$ cat src/rtl/lpc_post_code_fifo.sv
// LPC data-provider backend: acknowledges every I/O write, captures POST-port writes
// into a FIFO drained over valid/ready, and serves last-code / status reads.
module lpc_post_code_fifo #(
  parameter logic [15:0] POST_ADDR   = 16'h0080,
  parameter logic [15:0] STATUS_ADDR = 16'h0081,
  parameter int          DEPTH_LOG2  = 4
) (
  input  logic        clk_i,
  input  logic        rst_i,
  input  logic [15:0] lpc_addr_i,
  input  logic [7:0]  lpc_wdata_i,
  input  logic        lpc_data_wr_i,
  output logic        lpc_wr_done_o,
  output logic [7:0]  lpc_rdata_o,
  output logic        lpc_data_rd_o,
  input  logic        lpc_rd_done_i,
  output logic [7:0]  code_o,
  output logic        code_valid_o,
  input  logic        code_ready_i,
  output logic        overflow_o
);

  localparam int DEPTH = 1 << DEPTH_LOG2;
  localparam int CW    = DEPTH_LOG2 + 1;

  typedef enum logic {S_IDLE, S_ACK} state_t;

  state_t                r_state;
  logic                  r_wr_done;
  logic                  r_data_rd;
  logic [7:0]            r_rdata;
  logic [7:0]            r_last_code;
  logic [7:0]            r_code;
  logic                  r_valid;
  logic                  r_overflow;
  logic [7:0]            r_mem [DEPTH];
  logic [DEPTH_LOG2-1:0] r_rd_ptr;
  logic [DEPTH_LOG2-1:0] r_wr_ptr;
  logic [CW-1:0]         r_count;

  logic                  w_push_req;
  logic                  w_pop;
  logic                  w_full;
  logic                  w_empty;
  logic                  w_push;
  logic                  w_drop;
  logic                  w_status_clr;
  logic [DEPTH_LOG2-1:0] w_rd_ptr_nxt;
  logic [DEPTH_LOG2-1:0] w_wr_ptr_nxt;
  logic [CW-1:0]         w_count_pop;
  logic [CW-1:0]         w_count_nxt;
  logic [4:0]            w_count5;
  logic [7:0]            w_status;
  logic [7:0]            w_rd_mux;

  assign w_push_req   = (r_state == S_IDLE) && lpc_data_wr_i && (lpc_addr_i == POST_ADDR);
  assign w_pop        = r_valid && code_ready_i;
  assign w_full       = (r_count == CW'(DEPTH));
  assign w_empty      = (r_count == '0);
  assign w_push       = w_push_req && (!w_full || w_pop);
  assign w_drop       = w_push_req && w_full && !w_pop;
  assign w_status_clr = lpc_rd_done_i && (lpc_addr_i == STATUS_ADDR);

  assign w_rd_ptr_nxt = w_pop  ? r_rd_ptr + DEPTH_LOG2'(1) : r_rd_ptr;
  assign w_wr_ptr_nxt = w_push ? r_wr_ptr + DEPTH_LOG2'(1) : r_wr_ptr;
  // Entries that already existed before this edge; a fresh push only shows one clock later.
  assign w_count_pop  = w_pop  ? r_count - CW'(1) : r_count;
  assign w_count_nxt  = w_push ? w_count_pop + CW'(1) : w_count_pop;

  assign w_count5 = 5'(r_count);
  assign w_status = {r_overflow, w_full, w_empty, w_count5};

  always_comb begin
    w_rd_mux = 8'hFF;
    if (lpc_addr_i == POST_ADDR) begin
      w_rd_mux = r_last_code;
    end else if (lpc_addr_i == STATUS_ADDR) begin
      w_rd_mux = w_status;
    end
  end

  // Write handshake FSM: one ACK per write strobe, released when the strobe drops.
  always_ff @(posedge clk_i) begin
    if (rst_i) begin
      r_state   <= S_IDLE;
      r_wr_done <= 1'b0;
      r_data_rd <= 1'b0;
    end else begin
      case (r_state)
        S_IDLE: begin
          if (lpc_data_wr_i) begin
            r_state   <= S_ACK;
            r_wr_done <= 1'b1;
            r_data_rd <= 1'b0;
          end else begin
            r_wr_done <= 1'b0;
            r_data_rd <= 1'b1;
          end
        end
        S_ACK: begin
          if (!lpc_data_wr_i) begin
            r_state   <= S_IDLE;
            r_wr_done <= 1'b0;
            r_data_rd <= 1'b1;
          end else begin
            r_wr_done <= 1'b1;
            r_data_rd <= 1'b0;
          end
        end
        default: begin
          r_state   <= S_IDLE;
          r_wr_done <= 1'b0;
          r_data_rd <= 1'b0;
        end
      endcase
    end
  end

  // FIFO bookkeeping, head register and sticky overflow.
  always_ff @(posedge clk_i) begin
    if (rst_i) begin
      r_rd_ptr    <= '0;
      r_wr_ptr    <= '0;
      r_count     <= '0;
      r_valid     <= 1'b0;
      r_code      <= 8'h00;
      r_overflow  <= 1'b0;
      r_last_code <= 8'h00;
      r_rdata     <= 8'h00;
    end else begin
      r_rd_ptr <= w_rd_ptr_nxt;
      r_wr_ptr <= w_wr_ptr_nxt;
      r_count  <= w_count_nxt;
      r_valid  <= (w_count_pop != '0);
      r_code   <= (w_count_pop != '0) ? r_mem[w_rd_ptr_nxt] : 8'h00;
      r_rdata  <= w_rd_mux;
      if (w_push_req) begin
        r_last_code <= lpc_wdata_i;
      end
      // Set has priority over a read-to-clear on the same edge.
      if (w_drop) begin
        r_overflow <= 1'b1;
      end else if (w_status_clr) begin
        r_overflow <= 1'b0;
      end
    end
  end

  always_ff @(posedge clk_i) begin
    if (!rst_i && w_push) begin
      r_mem[r_wr_ptr] <= lpc_wdata_i;
    end
  end

  assign lpc_wr_done_o = r_wr_done;
  assign lpc_data_rd_o = r_data_rd;
  assign lpc_rdata_o   = r_rdata;
  assign code_o        = r_code;
  assign code_valid_o  = r_valid;
  assign overflow_o    = r_overflow;

endmodule

$ cat config.mk
export PLATFORM = sky130hd
export DESIGN_NAME = lpc_post_code_fifo
export DESIGN_NICKNAME = d
export VERILOG_FILES = /design/src/rtl/lpc_post_code_fifo.sv
export SDC_FILE = /design/constraint.sdc
export NUM_CORES = 1
export LEC_CHECK = 0
export CORE_ASPECT_RATIO = 2
export CORE_MARGIN = 2
export CORE_UTILIZATION = 29
export DETAILED_ROUTE_END_ITERATION = 7
export DONT_BUFFER_PORTS = 1
export PLACE_DENSITY_LB_ADDON = 0.1
export SYNTH_ARGS = -nofsm -noshare
export SYNTH_HDL_FRONTEND = slang
export SYNTH_SLANG_ARGS = --single-unit
$ cat constraint.sdc
create_clock -name clk_i -period 2.5 [get_ports clk_i]
set_clock_uncertainty 0.2 [all_clocks]
set_input_delay 0.375 -clock clk_i [delete_from_list [all_inputs] [get_ports clk_i]]
set_output_delay 0.375 -clock clk_i [all_outputs]
set_load 0.05 [all_outputs]
==> flow_summary.yaml, run 1 <==
min_path:
  hold_path.startpoint: "lpc_addr_i[0]"
  hold_class: "input pin to flop"
cells_and_area:
  n_antenna_cell: 0
  seqCellArea_um2: 4666
  fillers: 2355
  multiInputGateArea_um2: 2140
  drive_above_1_share: 0.1652
  final_nets: 587
  finalNonFillerCells: 850
  area_delta_synth_final_pct: 18.38
  fin_util: 0.3484
power_and_ir_drop:
  p_comb_frac: 0.211
  cellInternalPower_uw: 5255
  total_power_uw: 7639
  ir_drop_mv: 0.3915
  p_switching_uw: 2384
  p_clk_frac: 0.340
  power_density_nw_per_um2: 920.3
  switching_share: 0.3121
  power_frac_seq: 0.449
  p_leak_uw: 0.002877
sta:
  fmax_mhz: 427.1
  setup_viol: 0
  hold_violations: 0
  finalWorstPathRequiredPeriod_ns: 2.342
  slew_violations: 0
  fin_crit_sh: 0.9367
  rsz0062_at_grt: "no"
  max-slew-margin-rel: 0.3757
  tightest_slew_ns: 0.9365
  fin_hold_ws_ns: 0.006126
  setup_ws_ns: 0.1584
yosys:
  synth.cell_area_um2: 7012
  synthFlopType: "edfxtp_1"
  async_reset_ff_frac: 0
  synth-seq-area-share: 0.6652
  yosysTopAreaCellShare: 0.5482
  synthTopCellsByArea: "edfxtp_1 (55%), dfxtp_1 (12%), a211oi_1 (5.2%)"
  synthDistinctLibCells: 56
  synthCells: 509
  synth_area_per_cell_um2: 13.78
  synth-edff-count: 128
  synth_area_leader_cell: "edfxtp_1"
  yosys_warnings: 0
  synthesis.nets: 546
  synth_seq_cells: 169
drt:
  vias: 4372
  routedWlPerCell_um: 23.65
  drc_errors: 0
  detail-route-antenna-nets: 0
  postRouteWirelength_um: 20100
  vias_per_cell: 5.144
  drtIter0Drc: 220
  drt-pass1-iter-count: 4
clock_network:
  clock_latency_ns: 0.44
  htree_num_levels: 4
  root_buffer: "clkbuf_16"
  cts_buffer_depth: 2
  path_clk_slew_ns: 0.07
  cts.sinks: 169
  cts_buffers: 17
  cts_tree: "built"
die:
  dieArea_um2: 25510
  core.rowCount: 80
  die_w_um: 114.0
  die_y_um: 223.9
  initial_core_util: 0.2943
  ios: 49
  core_area_um2: 23820
setup_path:
  cp-start-kind: "input pin"
  worstPathCellList: "dlygate4sd3_1 > nand3b_4 > nand2_8 > buf_12 > mux2i_1 > a2111o_1 > o22ai_1"
  critical_path.max_fanout: 28
  setup.worst_path.class: "input pin to flop"
  critical_path.startpoint: "code_ready_i"
  critPathMaxStageDelay_ns: 0.67
  end_kind: "flop"
  worstPathArrival_ns: 2.50
  cp_slowest_cell: "dlygate4sd3_1"
  cp.required_ns: 2.65
  regToRegStartpoint: "r_count[0]"
placement:
  dpl.cell_count: 802
  dp_hpwl_um: 13720
  gp_congestion: 0.7390
  io_buffers: 0
  pre_cts_ws_ns: -0.05733
global_routing:
  grt_pass1_wl_um: 29830
  grt_pass1_vias: 4547
  overflow: 0
  antenna_found_initial: 0
  grt_use_total: 0.1648
  grt_max_degree: 49
status:
  status: "finished, final reports clean"
run:
  cap_violations: 0
==> worst max-delay path, delay by kind of cell <==
family	cells	cell delay (ns)
compound gates	2	0.65
mux	1	0.12
simple gates	2	0.43
buf+inv	2	0.89
==> worst paths after layout <==
check / slack [ns] / endpoint / cells past startpoint
setup / recovery: 0.16 / code_o[7] / 7
hold / removal: 0.006 / lpc_rdata_o[7] / 2
setup reg to reg: 0.16 / r_mem[13][6] / 8
hold reg to reg: 0.25 / r_last_code[7] / 2
==> cell type report <==
| class | count | area share |
|---|---|---|
| multi-input combinational | 298 | 0.2578 |
| tap | 287 | 0.04326 |
| timing repair buffer | 55 | 0.06301 |
| inverter | 9 | 0.004070 |
| clock inverter | 14 | 0.01809 |
| sequential | 169 | 0.5621 |
| clock buffer | 18 | 0.05170 |
==> stage by stage <==
stage / setup TNS (ns) / area [um^2]
2_1_floorplan: -0.6422 / 7018
3_3_place_gp: 0 / 7523
3_5_place_dp: -0.3098 / 7523
4_1_cts: 0 / 8283
5_1_grt: 0 / 8300
6_report: 0 / 8300
==> power groups by stage <==
stage	registers (uW)	clock network, uW	logic (uW)
final	3430	2600	1610
after global routing	3440	2760	1770
after CTS	3440	2680	1620
after detailed placement	3500	0	1520
after global placement	3500	0	1500
after floorplan	3490	0	1040
==> placed cells by master (no fill, tap or decap), types with 2 or more instances in the layout <==
cell and instances:
clkbuf_16 17, and3_1 52, bufinv_16 2, edfxtp_1 128, inv_6 2, nor3_1 2, a211oi_1 49, nor2b_1 4
buf_12 6, nand4_1 4, clkinv_4 2, nor4_1 2, xor2_1 4, nor2_2 2, and3_2 2, clkinvlp_4 6
o22ai_1 8, nor3b_1 2, buf_4 35, dlygate4sd3_1 14, and2_1 3, a21oi_1 28, ha_1 8, inv_1 9
or3_1 2, nand3_1 5, nand2_1 35, nor2_1 17, mux2i_1 22, a2111o_1 16, xnor2_1 3, o21ai_0 4
dfxtp_1 40
==> logic make-up after synthesis <==
logic type / count (synthesis) / synth area share
AOI/OAI and AO/OA: 119 / 0.1303
buffers and inverters: 42 / 0.03462
and+or+nand+nor: 140 / 0.1099
xor gates and xnor gates: 8 / 0.01267
adders and majority gates: 8 / 0.01428
DFF: 169 / 0.6652
muxes: 23 / 0.03301
==> synthesized netlist by cell type (5+ instances only) <==
master,number
and3_1,52
o22ai_1,8
ha_1,8
a2111o_1,16
edfxtp_1,128
mux2i_1,22
a21oi_1,28
nand2_1,36
dfxtp_1,41
clkbuf_1,14
a211oi_1,49
nand3_1,5
inv_1,9
nor2_1,19
==> routing by layer <==
metal  global-route usage  vias to the layer above  part of all wire
met5                    0                        -                 0
met4              0.07671                        0             0.031
met3              0.02787                       23             0.019
met2               0.3137                       88              0.57
met1               0.1712                     2210              0.38
li1                     -                     2051                 -
==> sequential cells by signal, indices dropped and copies added, names as in the netlist <==
name and cells:
r_mem 128, code_o 8, lpc_rdata_o 8, r_last_code 8
r_count 5, r_rd_ptr 4, r_wr_ptr 4, code_valid_o 1
lpc_data_rd_o 1, lpc_wr_done_o 1, overflow_o 1
==> timing repair <==
| action | CTS | global route |
|---|---|---|
| gates resized for setup | 4 | 2 |
| buffers inserted | 0 | 1 |
| endpoints found under the hold margin | 160 | 0 |
| pin swaps | 0 | 1 |
| hold buffers | 15 | 0 |
| endpoints found under the setup margin | 8 | 5 |
No activity file was read; power rests on OpenSTA's default activity.
==> run 2: changes to the inputs <==
CAP_MARGIN = 40   (was not set)
==> results of run 2 <==
No change in the layout: final DEF, timing and power equal those of run 1.
==> variant 1: new RTL, settings of run 2 <==
`r_rdata` no longer has a reset.
--- a/src/rtl/lpc_post_code_fifo.sv
+++ b/src/rtl/lpc_post_code_fifo.sv
@@ -126,14 +126,12 @@
       r_code      <= 8'h00;
       r_overflow  <= 1'b0;
       r_last_code <= 8'h00;
-      r_rdata     <= 8'h00;
     end else begin
       r_rd_ptr <= w_rd_ptr_nxt;
       r_wr_ptr <= w_wr_ptr_nxt;
       r_count  <= w_count_nxt;
       r_valid  <= (w_count_pop != '0);
       r_code   <= (w_count_pop != '0) ? r_mem[w_rd_ptr_nxt] : 8'h00;
-      r_rdata  <= w_rd_mux;
       if (w_push_req) begin
         r_last_code <= lpc_wdata_i;
       end
@@ -144,6 +142,10 @@
         r_overflow <= 1'b0;
       end
     end
+  end
+
+  always_ff @(posedge clk_i) begin
+    r_rdata <= w_rd_mux;
   end
 
   always_ff @(posedge clk_i) begin
Check against the original RTL: not equivalent (a bounded check fails within 4 cycles, from zero or initial values and one cycle with rst_i high).
==> variant 1 against run 2 <==
- total power down 0.71%
- synthesized area down 0.41%
- worst setup slack worse by 0.069 ns
- final area down 0.51%
- synthesized cell count down 0.20%
- sequential cell count unchanged
- wire length down 7.6%
- non-clock buffer count down 3
==> variant 1: results (changes against run 2) <==
largest net degree at the start of global routing=33 (was 49); # hold bufs at CTS=14 (was 15); Final nets=584 (was 587); power per cell area=918 nW/µm² (was 920 nW/µm²); critical path class=flip-flop to flip-flop (was primary input to flip-flop); GP Congestion=0.768 (was 0.739); R2R Path End=code_o[5]$_SDFF_PP0_ (was r_mem[13][6]$_DFFE_PP_); WL final=18600 µm (was 20100 µm); synth cell count leaders=128 x edfxtp_1, 53 x and3_1, 49 x a211oi_1, 44 x nand2_1, 41 x dfxtp_1 (was 128 x edfxtp_1, 52 x and3_1, 49 x a211oi_1, 41 x dfxtp_1, 36 x nand2_1); Pre-antenna DRT Iters=4 (unchanged); Highest Clock Rate=415 MHz (was 427 MHz); pre-CTS setup slack=0.0364 ns (was -0.0573 ns); top cells by area, synth=edfxtp_1 55%, dfxtp_1 12%, a211oi_1 5.3% (was edfxtp_1 55%, dfxtp_1 12%, a211oi_1 5.2%); Crit Path Max Fanout=32 (was 28); global-route wire length before repair=28500 µm (was 29800 µm); all-layer global routing usage=15.4% (was 16.5%); status=finished, final reports clean (unchanged); LEAKAGE=2.87 nW (was 2.88 nW); Clk pwr share=34.4% (was 34.0%); sequential cell area fraction in the yosys report=66.8% (was 66.5%); Slew HR=40.3% (was 37.6%); drt wl/cell=21.9 µm (was 23.6 µm); Reg2Reg Depth=7 (was 8); EDFF count, synth=128 (unchanged); DPL Wire Length=12600 µm (was 13700 µm); r2r setup slk=0.09 ns (was 0.16 ns); switching power as a share of total power=32.1% (was 31.2%); Syn Nets=545 (was 546); r2r startpoint=code_valid_o$_SDFF_PP0_ (was r_count[0]$_SDFF_PP0_); post_cts resized=1 (was 4); Synth Flop Type=edfxtp_1 (unchanged); DRT iter0 DRCs=201 (was 220); vias in the first global route=4580 (was 4547); vias per inst=5.07 (was 5.14); Yosys cell types=55 (was 56); Synth Instances=508 (was 509); maximum VDD drop=0.526 mV (was 0.392 mV); cell total after placement=800 (was 802); Critical Path AT=2.54 ns (was 2.50 ns); Placed Area=7500 µm² (was 7520 µm²); CTS max path bufs=2 (unchanged); layout cells sized above 1=16.3% (was 16.5%)
## variant 1: critical path: stages (launching register included)
cell,delay [ns]
dfxtp_2,0.37
buf_4,0.19
a21bo_4,0.33
nand2_4,0.11
buf_12,0.19
a211oi_1,0.48
a2111o_1,0.28
o22ai_2,0.10
## variant 1: cell type report
cell class	instances	area, µm²
inverter	9	33.8
fill	2288	15500
multi-input combinational	298	2110
tap	287	359
sequential	169	4670
clock buffer	17	425
timing repair buffer	52	508
clock inverter	15	155
## variant 1: how the worst min path moves through the flow
stage,from,endpoint,slack (ns),cells after the start
floorplan,r_last_code[5]$_SDFFE_PP0P_,r_last_code[5]$_SDFFE_PP0P_,0.23,2
global placement,r_last_code[1]$_SDFFE_PP0P_,r_last_code[1]$_SDFFE_PP0P_,0.23,2
detailed placement,r_last_code[4]$_SDFFE_PP0P_,r_last_code[4]$_SDFFE_PP0P_,0.24,2
CTS,rst_i,r_wr_ptr[3]$_SDFFE_PP0P_,0.05,2
global route,rst_i,r_wr_ptr[3]$_SDFFE_PP0P_,0.07,2
finish,rst_i,r_wr_ptr[3]$_SDFFE_PP0P_,0.08,2
## variant 1: cell families (layout without fill, tap and decap cells)
kind of cell | after synthesis | after routing | synth area share, %
AOI/OAI and AO/OA | 111 | 111 | 12.5
buffers and inverters | 41 | 93 | 3.35
adders and majority gates | 8 | 8 | 1.43
DFF | 169 | 169 | 66.8
and+or+nand+nor | 148 | 148 | 11.3
xor gates and xnor gates | 8 | 8 | 1.27
muxes | 23 | 23 | 3.31
## variant 1: layer usage
layer | share of wire [%] | global-route usage [%] | vias up
met2 | 54 | 27.5 | 105
li1 | - | - | 2048
met1 | 40 | 17.5 | 2115
met3 | 3.4 | 3.18 | 23
met4 | 2.9 | 6.85 | 0
met5 | 0 | 0 | -
==> variant 2: new RTL, flow settings as in run 2 <==
Made on the original files. Set the parameter `DEPTH_LOG2` to 3 (it was 4).
--- a/src/rtl/lpc_post_code_fifo.sv
+++ b/src/rtl/lpc_post_code_fifo.sv
@@ -3,7 +3,7 @@
 module lpc_post_code_fifo #(
   parameter logic [15:0] POST_ADDR   = 16'h0080,
   parameter logic [15:0] STATUS_ADDR = 16'h0081,
-  parameter int          DEPTH_LOG2  = 4
+  parameter int          DEPTH_LOG2  = 3
 ) (
   input  logic        clk_i,
   input  logic        rst_i,
Function: no difference found for any inputs over 10 cycles, from zero or initial values and one cycle with rst_i high; that may be too few to reach the edited logic, so the function may still have changed.
==> variant 2 against run 2 <==
- final area is 34% lower
- total power is 44% lower
- core utilization is 1.1 points higher
- global-route usage is 1.9 points lower
- clock power is 49% lower
- worst setup slack worse by 0.14 ns
- combinational power is 46% lower
- sequential cell count is 67 lower
- wire length is 43% lower
- synthesized area is 36% lower
- first-iteration DRC count is 41% lower
- sequential share of layout area is 7.3 points lower
- critical path depth is 2 higher
==> variant 2: results (changes against run 2) <==
status=finished, final reports clean (unchanged); Slew HR=62.5% (was 37.6%); GP Congestion=0.776 (was 0.739); Layout fillers=1459 (was 2355); Pre-antenna DRT Iters=4 (unchanged); IO buf count=0 (unchanged); layout cells sized above 1=25.1% (was 16.5%); DRT iter0 DRCs=129 (was 220); LEAKAGE=1.78 nW (was 2.88 nW); drt wl/cell=20.1 µm (was 23.6 µm); CTS max path bufs=2 (unchanged); antenna violations before repair=0 (unchanged); all-layer global routing usage=14.6% (was 16.5%); EDFF count, synth=64 (was 128); vias in the first global route=3068 (was 4547); Largest Register=r_mem (unchanged); asr flop ratio synth=0% (unchanged); root buf cell=clkbuf_16 (unchanged); CTS Buf Count=9 (was 17); Ys Warns=0 (unchanged); HP Class=primary input to flip-flop (unchanged); Yosys cell types=42 (was 56); Synth Flop Type=edfxtp_1 (unchanged); global-route wire length before repair=17600 µm (was 29800 µm); Crit Path Max Fanout=8 (was 28); Final nets=400 (was 587); H-tree levels=3 (was 4); clk slew on worst S/H paths=0.07 ns (about the same); Clock Latency Late Sink=0.35 ns (was 0.44 ns); M2 GR Usage=29.5% (was 31.4%); Detail Route Antenna Nets=0 (unchanged); M1 GR Usage=14.0% (was 17.1%); DPL Wire Length=8240 µm (was 13700 µm); maximum VDD drop=0.411 mV (was 0.392 mV); sequential cell area fraction in the yosys report=59.4% (was 66.5%); vias per inst=4.94 (was 5.14); Syn Nets=366 (was 546); Placed Area=5040 µm² (was 7520 µm²); Largest register FFs=64 (was 128); Global Route met3 Usage=2.26% (was 2.79%); synth cell count leaders=64 x edfxtp_1, 38 x dfxtp_1, 32 x nand2_1, 30 x nor2_1, 26 x mux2i_1 (was 128 x edfxtp_1, 52 x and3_1, 49 x a211oi_1, 41 x dfxtp_1, 36 x nand2_1); largest net degree at the start of global routing=29 (was 49); top cells by area, synth=edfxtp_1 43%, dfxtp_1 17%, mux4_2 12% (was edfxtp_1 55%, dfxtp_1 12%, a211oi_1 5.2%)
-- variant 2: cell types whose count changed after synthesis, sizes merged, moves of 6 or more --
cell / run 2 / this run
and3: 54 / 0
edfxtp: 128 / 64
a211oi: 49 / 8
mux4: 0 / 24
a21oi: 28 / 3
a2111o: 16 / 0
a311oi: 0 / 8
o22ai: 9 / 15
nor2: 19 / 31
nor3: 2 / 9
clkbuf: 20 / 10
-- variant 2: cells by family after synthesis --
logic type	Yosys count	synth area share, %
AO/OA/AOI/OAI	41	6.54
XOR/XNOR	6	1.16
adder cells (fa/ha/maj)	5	1.39
buffers and inverters	28	2.69
flip-flops	102	59.4
multiplexers	50	17.7
AND/OR/NAND/NOR	100	11.1
-- variant 2: path summary, 6_finish.rpt --
kind                                    start                         to  slack [ns]  cells past startpoint
setup / recovery        r_count[1]$_SDFF_PP0_      r_mem[6][0]$_DFFE_PP_        0.02                      9
hold / removal                          rst_i     r_rd_ptr[0]$_SDFF_PP0_        0.09                      2
setup reg to reg        r_count[1]$_SDFF_PP0_      r_mem[6][0]$_DFFE_PP_        0.02                      9
hold reg to reg   r_last_code[4]$_SDFFE_PP0P_  lpc_rdata_o[4]$_SDFF_PP0_        0.30                      2
-- variant 2: cell type report --
| cell class | count | area, µm² | area share (%) |
|---|---|---|---|
| diodes | 1 | 2.50 | 0.0455 |
| clock buffers | 9 | 225 | 4.10 |
| clock inverters | 7 | 56.3 | 1.02 |
| inverters | 8 | 30.0 | 0.546 |
| multi-input cells | 202 | 1780 | 32.3 |
| flip-flops and latches | 102 | 2690 | 48.9 |
| well taps | 198 | 248 | 4.51 |
| repair buffers | 43 | 472 | 8.58 |
-- variant 2: worst max-delay path, stage by stage (launching register included) --
cell	delay, ns
dfxtp_2	0.33
inv_2	0.05
ha_4	0.16
and3b_1	0.18
and2_4	0.16
or4_4	0.41
or2_4	0.28
buf_4	0.17
nor2_4	0.12
buf_12	0.13
-- variant 2: report_power, final --
part	total (mW)	internal [mW]	switching, mW
sequential	2.08	1.87	0.216
combinational	0.868	0.398	0.470
clock	1.32	0.686	0.633
-- variant 2: per-stage QoR --
stage	std cells	worst slack [ns]
after floorplan	332	-0.168
after global placement	538	-0.0538
after detailed placement	538	-0.0674
after CTS	568	-0.0218
after global routing	569	-0.0297
final	570	0.0180
-- variant 2: what timing repair did --
action                     4_1_cts  5_1_grt
hold buffers                    14        0
setup endpoints to repair       29       39
hold endpoints to repair        93        0
gates resized for setup          2        2
pin swaps                        1        2
buffers inserted                 0        1
-- variant 2: routing by layer --
layer | up-vias | share of wire [%]
met4 | 0 | 1.9
met3 | 10 | 2.6
met2 | 65 | 61
li1 | 1340 | -
met1 | 1401 | 34
met5 | - | 0
